$ cat config.mk
export PLATFORM = sky130hd
export DESIGN_NAME = calc_sequencer
export DESIGN_NICKNAME = d
export VERILOG_FILES = /design/src/rtl/calc_pkg.sv /design/src/rtl/calc_div_step.sv /design/src/rtl/calc_sequencer.sv
export SDC_FILE = /design/constraint.sdc
export NUM_CORES = 2
export LEC_CHECK = 0
export ABC_AREA = 1
export CAP_MARGIN = 40
export CORE_ASPECT_RATIO = 0.75
export CORE_MARGIN = 2
export CORE_UTILIZATION = 43
export CTS_CLUSTER_SIZE = 8
export DETAILED_ROUTE_END_ITERATION = 10
export HOLD_SLACK_MARGIN = 0.05
export PLACE_DENSITY = 0.71
export SETUP_SLACK_MARGIN = 0.02
export SLEW_MARGIN = 20
export SYNTH_ARGS = -nofsm -noshare
export SYNTH_HDL_FRONTEND = slang
export SYNTH_SLANG_ARGS = --single-unit
$ cat constraint.sdc
create_clock -name clk -period 8.8 [get_ports clk]
set_input_delay 0.88 -clock clk [delete_from_list [all_inputs] [get_ports clk]]
set_output_delay 0.88 -clock clk [all_outputs]
set_load 0.05 [all_outputs]
$ cat src/rtl/calc_pkg.sv
// -----------------------------------------------------------------------------
// calc_pkg
// Shared definitions for the calculator sequencer:
//   - operation codes presented on the op input
//   - controller state encoding
//   - default display overflow limit and division step count
//   - helper that decides whether a full-precision result is too large to show
// -----------------------------------------------------------------------------
package calc_pkg;

    // Operation codes as driven by the keypad/UI front end.
    typedef enum logic [1:0] {
        OP_ADD = 2'b00,
        OP_SUB = 2'b01,
        OP_MUL = 2'b10,
        OP_DIV = 2'b11
    } op_e;

    // Controller states.
    typedef enum logic [1:0] {
        ST_IDLE = 2'b00,
        ST_EXEC = 2'b01,
        ST_DIV  = 2'b10
    } state_e;

    // Largest value the display can show.
    localparam logic [31:0] OVF_LIMIT_DEFAULT = 32'h0000FFFF;

    // One restoring iteration per operand bit.
    localparam int unsigned DIV_STEPS = 32;
    localparam int unsigned DIV_CNT_W = 5;
    localparam logic [DIV_CNT_W-1:0] DIV_LAST = DIV_CNT_W'(DIV_STEPS - 1);

    // True when a full-precision result cannot be shown on the display.
    function automatic logic exceeds_limit(input logic [63:0] value,
                                           input logic [31:0] limit);
        return (value > {32'h0000_0000, limit});
    endfunction

endpackage : calc_pkg

$ cat src/rtl/calc_div_step.sv
// -----------------------------------------------------------------------------
// calc_div_step
// One combinational restoring-division iteration.
//   rem_i     [32:0]  partial remainder before the step
//   quo_i     [31:0]  dividend/quotient shift register before the step
//   divisor_i [31:0]  divisor
//   rem_o     [32:0]  partial remainder after the step
//   quo_o     [31:0]  quotient shift register after the step
// The pair {rem, quo} is shifted left by one; the dividend bit that leaves the
// top of quo enters the bottom of rem. If the shifted remainder is at least the
// divisor, the divisor is subtracted and a 1 is shifted into the quotient.
// -----------------------------------------------------------------------------
module calc_div_step
    import calc_pkg::*;
(
    input  logic [32:0] rem_i,
    input  logic [31:0] quo_i,
    input  logic [31:0] divisor_i,
    output logic [32:0] rem_o,
    output logic [31:0] quo_o
);

    // Shifted remainder is kept one bit wider than the stored remainder so the
    // comparison stays exact for divisors of 2^31 and above.
    logic [33:0] shifted_rem_s;
    logic [31:0] shifted_quo_s;
    logic [33:0] divisor_ext_s;

    // Shift, trial-compare and conditionally subtract.
    always_comb begin
        shifted_rem_s = {rem_i, quo_i[31]};
        shifted_quo_s = {quo_i[30:0], 1'b0};
        divisor_ext_s = {2'b00, divisor_i};
        if (shifted_rem_s >= divisor_ext_s) begin
            rem_o = 33'(shifted_rem_s - divisor_ext_s);
            quo_o = shifted_quo_s | 32'h0000_0001;
        end else begin
            rem_o = 33'(shifted_rem_s);
            quo_o = shifted_quo_s;
        end
    end

endmodule : calc_div_step

$ cat src/rtl/calc_sequencer.sv
// -----------------------------------------------------------------------------
// calc_sequencer
// Multi-cycle controller around the calculator arithmetic datapath.
//   clk       in        system clock, rising edge
//   rst_n     in        asynchronous active-low reset
//   start     in        operation request, accepted only while ready
//   op        in  [1:0] 00 add, 01 sub, 10 mul, 11 div
//   operand1  in  [31:0] first operand / dividend
//   operand2  in  [31:0] second operand / divisor
//   ready     out       idle, a new start can be accepted
//   busy      out       inverse of ready
//   done      out       one-cycle pulse when the outputs below update
//   result    out [31:0] sum, |difference|, low product word or quotient
//   mod       out [31:0] remainder for div, otherwise 0
//   negative  out       sub with operand1 < operand2
//   overflow  out       add/mul full-precision result above OVF_LIMIT
//   error     out       div by zero
// Add, sub, mul and divide-by-zero complete one cycle after acceptance;
// a valid division takes DIV_STEPS cycles. Results hold until the next
// completion and are not cleared when a new operation starts.
// -----------------------------------------------------------------------------
module calc_sequencer
    import calc_pkg::*;
#(
    parameter logic [31:0] OVF_LIMIT = OVF_LIMIT_DEFAULT
) (
    input  logic        clk,
    input  logic        rst_n,
    input  logic        start,
    input  logic [1:0]  op,
    input  logic [31:0] operand1,
    input  logic [31:0] operand2,
    output logic        ready,
    output logic        busy,
    output logic        done,
    output logic [31:0] result,
    output logic [31:0] mod,
    output logic        negative,
    output logic        overflow,
    output logic        error
);

    // Control state and latched operation.
    state_e                 state_q,    state_d;
    op_e                    op_q,       op_d;
    logic [31:0]            a_q,        a_d;
    logic [31:0]            b_q,        b_d;

    // Division working registers.
    logic [32:0]            rem_q,      rem_d;
    logic [31:0]            quo_q,      quo_d;
    logic [DIV_CNT_W-1:0]   cnt_q,      cnt_d;

    // Registered display outputs.
    logic                   done_q,     done_d;
    logic [31:0]            result_q,   result_d;
    logic [31:0]            mod_q,      mod_d;
    logic                   negative_q, negative_d;
    logic                   overflow_q, overflow_d;
    logic                   error_q,    error_d;

    // Single-cycle datapath results.
    logic [32:0]            sum_s;
    logic [63:0]            prod_s;
    logic [32:0]            step_rem_s;
    logic [31:0]            step_quo_s;

    calc_div_step u_div_step (
        .rem_i     (rem_q),
        .quo_i     (quo_q),
        .divisor_i (b_q),
        .rem_o     (step_rem_s),
        .quo_o     (step_quo_s)
    );

    // Full-precision add and multiply of the latched operands.
    always_comb begin
        sum_s  = {1'b0, a_q} + {1'b0, b_q};
        prod_s = {32'h0000_0000, a_q} * {32'h0000_0000, b_q};
    end

    // Next-state and next-output logic for the sequencer.
    always_comb begin
        state_d    = state_q;
        op_d       = op_q;
        a_d        = a_q;
        b_d        = b_q;
        rem_d      = rem_q;
        quo_d      = quo_q;
        cnt_d      = cnt_q;
        done_d     = 1'b0;
        result_d   = result_q;
        mod_d      = mod_q;
        negative_d = negative_q;
        overflow_d = overflow_q;
        error_d    = error_q;

        case (state_q)
            ST_IDLE: begin
                if (start) begin
                    op_d  = op_e'(op);
                    a_d   = operand1;
                    b_d   = operand2;
                    // Division starts with an empty remainder and the
                    // dividend in the quotient shift register.
                    rem_d = 33'd0;
                    quo_d = operand1;
                    cnt_d = {DIV_CNT_W{1'b0}};
                    // Divide-by-zero is resolved in one cycle like add/sub/mul.
                    if ((op == OP_DIV) && (operand2 != 32'd0)) begin
                        state_d = ST_DIV;
                    end else begin
                        state_d = ST_EXEC;
                    end
                end else begin
                    state_d = ST_IDLE;
                end
            end

            ST_EXEC: begin
                done_d     = 1'b1;
                state_d    = ST_IDLE;
                mod_d      = 32'd0;
                negative_d = 1'b0;
                overflow_d = 1'b0;
                error_d    = 1'b0;
                case (op_q)
                    OP_ADD: begin
                        result_d   = sum_s[31:0];
                        overflow_d = exceeds_limit({31'd0, sum_s}, OVF_LIMIT);
                    end
                    OP_SUB: begin
                        if (a_q >= b_q) begin
                            result_d   = a_q - b_q;
                            negative_d = 1'b0;
                        end else begin
                            result_d   = b_q - a_q;
                            negative_d = 1'b1;
                        end
                    end
                    OP_MUL: begin
                        result_d   = prod_s[31:0];
                        overflow_d = exceeds_limit(prod_s, OVF_LIMIT);
                    end
                    OP_DIV: begin
                        // Only a zero divisor reaches EXEC with a division.
                        result_d = 32'd0;
                        error_d  = 1'b1;
                    end
                    default: begin
                        result_d = 32'd0;
                    end
                endcase
            end

            ST_DIV: begin
                rem_d = step_rem_s;
                quo_d = step_quo_s;
                cnt_d = cnt_q + {{(DIV_CNT_W-1){1'b0}}, 1'b1};
                if (cnt_q == DIV_LAST) begin
                    done_d     = 1'b1;
                    state_d    = ST_IDLE;
                    result_d   = step_quo_s;
                    // Final remainder is below the divisor, so bit 32 is zero.
                    mod_d      = step_rem_s[31:0];
                    negative_d = 1'b0;
                    overflow_d = 1'b0;
                    error_d    = 1'b0;
                end else begin
                    state_d = ST_DIV;
                end
            end

            default: begin
                state_d = ST_IDLE;
            end
        endcase
    end

    // State and output registers; reset discards any in-flight division.
    always_ff @(posedge clk or negedge rst_n) begin
        if (!rst_n) begin
            state_q    <= ST_IDLE;
            op_q       <= OP_ADD;
            a_q        <= 32'd0;
            b_q        <= 32'd0;
            rem_q      <= 33'd0;
            quo_q      <= 32'd0;
            cnt_q      <= {DIV_CNT_W{1'b0}};
            done_q     <= 1'b0;
            result_q   <= 32'd0;
            mod_q      <= 32'd0;
            negative_q <= 1'b0;
            overflow_q <= 1'b0;
            error_q    <= 1'b0;
        end else begin
            state_q    <= state_d;
            op_q       <= op_d;
            a_q        <= a_d;
            b_q        <= b_d;
            rem_q      <= rem_d;
            quo_q      <= quo_d;
            cnt_q      <= cnt_d;
            done_q     <= done_d;
            result_q   <= result_d;
            mod_q      <= mod_d;
            negative_q <= negative_d;
            overflow_q <= overflow_d;
            error_q    <= error_d;
        end
    end

    // Handshake status comes straight from the state register.
    assign ready    = (state_q == ST_IDLE);
    assign busy     = (state_q != ST_IDLE);
    assign done     = done_q;
    assign result   = result_q;
    assign mod      = mod_q;
    assign negative = negative_q;
    assign overflow = overflow_q;
    assign error    = error_q;

endmodule : calc_sequencer

==> flow_summary_export.csv <==
group,metric,value,unit
outcome,outcome,"finished, final reports clean",
clock_network,root_buffer,"clkbuf_16",
synth,netlist-cell-type-count,56,
floorplan,core.rowCount,111,
setup_path,worstSetupPathType,"reg2reg",
sta,final_hold_viol_count,0,
synth,synth_area_leader_cell,"fa_1",
final_layout,syn2layout_area_growth,9.09,%
synth,synthCells,7360,
clock_network,cts_tree,"built",
synth,synth_top_area_share,34.2,%
sta,setup-tns-final,0,ns
floorplan,coreArea,122000,um2
synth,ys_top_cells_by_count,"nand2_1, inv_1, fa_1",
worst_hold_path,hold_class,"in2async",
synth,yosysSeqAreaShare,9.77,%
final_layout,final_nets,8764,
sta,tightest_slew,0.966,ns
setup_path,cp_slowest_cell,"dfrtp_1",
place,hpwlAfterDp,183000,um
floorplan,die_h,307,um
clock_network,clkTransAtPathRegs,0.06,ns
sta,timing.final.crit_share,96.0,%
sta,max_freq,118,MHz
final_layout,drive_gt1_share,4.40,%
route,vias,48500,
route,drc,0,
global_routing,use_met2,45.5,%
setup_path,critical_path.most_common_cell,"nand2_1",
synth,synth_ff_type,"dfrtp_1",
route,viasPerCell,5.36,
place,port_buffers,138,
setup_path,worstSetupStartpointType,"flop",
synth,yosys_warnings,0,
floorplan,ios,139,
global_routing,grt_start_max_net_pins,84,
synth,synth.most_common_cell,"nand2_1",
global_routing,overflow,0,
sta,period_needed,8.45,ns
synth,ys_async_sr_fraction,100,%
route,totalWireLength,212000,um
global_routing,grt_pass1_wl,314000,um
place,place_congestion,1.06,
setup_path,cp.required,9.26,ns
route,dr.pass1.iters,6,
sta,rsz0062_at_grt,"no",
global_routing,grt-busiest-layer,"met1",
route,wl_per_cell,23.4,um
global_routing,grt_pass1_vias,47200,
setup_path,max_stage_delay,0.69,ns
floorplan,die-area,126000,um2
clock_network,clk_path_buf_depth,3,
setup_path,worstSetupEndpointType,"flop",
synth,synth_edf_count,0,
final_layout,n_fill_cell,12300,
sta,setup_viol,0,
synth,syn_area,52800,um2
route,ant_nets,0,
clock_network,htree_levels,1,
flow_run,maxCapViolCount,0,
synth,synthTopCellsByArea,"fa_1, nand2_1, inv_1",
setup_path,r2r_cells,32,
synth,synth_seq_cells,206,
clock_network,clock_latency,0.61,ns
floorplan,floorplan.initialDensity,43.3,%
global_routing,grt_use_met1,52.1,%
synth,synth_area_per_cell,7.17,um2
global_routing,use_met3,10.1,%
sta,maxSlewHeadroom,35.0,%
floorplan,die_x,408,um
clock_network,numCtsBuffers,30,
sta,skew,0.0432,ns
clock_network,post_cts_buffers,0,
synth,syn_nets,8724,
route,drtIter0Drc,5809,
global_routing,antenna_found_initial,7,
sta,slew_viol_final,0,
clock_network,cts_sinks,206,
setup_path,worstPathArrival,8.91,ns
global_routing,grt_usage,33.7,%
setup_path,critical_path.max_fanout,11,
-- path summary, 6_finish.rpt --
path | from | to | slack, ns
setup / recovery | a_q[18] | overflow | 0.35
setup reg to reg | a_q[18] | overflow | 0.35
hold reg to reg | mod[12] | mod[12] | 0.48
max in group asynchronous | rst_n | result[20] | 6.93
min in group clk | mod[12] | mod[12] | 0.48
hold / removal | rst_n | rem_q[6] | 0.31
-- cells in the final DEF (no fill, tap or decap), types with 4 or more instances in the layout --
cell and n:
nand2_1 2108, inv_1 1893, fa_1 900, ha_1 393, nor2_1 333, a21oi_1 292
nand3_1 233, dfrtp_1 201, o21ai_0 191, buf_4 167, clkdlybuf4s50_1 137, xor2_1 75
o21ai_1 55, o211ai_1 40, nand4_1 35, clkbuf_16 30, o21bai_1 27, nor3_1 25
a21o_1 25, xnor2_1 25, o21ai_2 24, inv_2 19, buf_12 18, nor4_1 16
nand2_2 15, o21a_1 11, nand3b_1 11, nand2_4 11, o221ai_1 9, a31oi_1 6
buf_16 6, a21boi_0 5, nor2_2 5, and2_1 5, a21boi_1 5, or2_2 5
dfrtp_2 5, buf_8 5, o22ai_1 4
-- stage by stage --
step,worst slack (ns),cells,util [%],hold WS (ns),instance area [um2]
4_1_cts,0.255,9033,47.1,0.335,57400
5_1_grt,0.0435,9040,47.2,0.362,57600
6_report,0.351,9042,47.2,0.313,57600
3_5_place_dp,0.312,8999,46.4,0.469,56600
3_3_place_gp,0.204,8991,46.3,0.465,56400
2_1_floorplan,1.70,7360,-,0.459,52800
-- area by class of cell --
| cell class | instances | area [um2] | area share, % |
|---|---|---|---|
| clock inverter | 3 | 53.8 | 0.0935 |
| tap | 1638 | 2050 | 3.56 |
| timing repair buffer | 335 | 3240 | 5.63 |
| inverter | 1913 | 7180 | 12.5 |
| clock buffer | 31 | 754 | 1.31 |
| multi-input combinational | 4914 | 39100 | 68.0 |
| antenna | 2 | 5.00 | 0.00870 |
| sequential | 206 | 5160 | 8.97 |
-- what timing repair did --
item / CTS / global route
setup endpoints to repair: 0 / 1
gates resized for setup: 0 / 6
hold buffers: 0 / 0
-- critical path, delay by kind of cell (launching register included) --
kind / cells / cell delay, ns
DFF: 1 / 0.69
AOI/OAI and AO/OA: 3 / 0.68
adders and majority gates: 10 / 5.28
buffers and inverters: 4 / 0.29
and+or+nand+nor: 15 / 1.37
-- cell families (layout without fill, tap and decap cells) --
kind of cell	after synthesis	in the layout	synth area share, %
other	0	2	0
adder cells (fa/ha/maj)	1295	1295	43.5
XOR/XNOR	100	100	1.66
buffers and inverters	2240	2282	16.1
flip-flops	206	206	9.77
AO/OA/AOI/OAI	709	709	7.63
AND/OR/NAND/NOR	2810	2810	21.3
-- layer usage --
metal  part of all wire [%]  vias up
li1                       -    21600
met1                     45    23900
met2                     39     2730
met3                     13      259
met4                    2.7       10
met5                  0.076        -
-- flip-flops by register name, summed over array words and instances, names as in the netlist --
| name | flops |
|---|---|
| done | 1 |
| negative | 1 |
| cnt_q | 5 |
| error | 1 |
| overflow | 1 |
| b_q | 32 |
| result | 32 |
| rem_q | 33 |
| mod | 32 |
| a_q | 32 |
| quo_q | 32 |
| op_q | 2 |
| state_q | 2 |
Power is left out: the tool's default activity adds up to more than one toggle a clock period on the data nets, which glitch-free logic cannot reach.
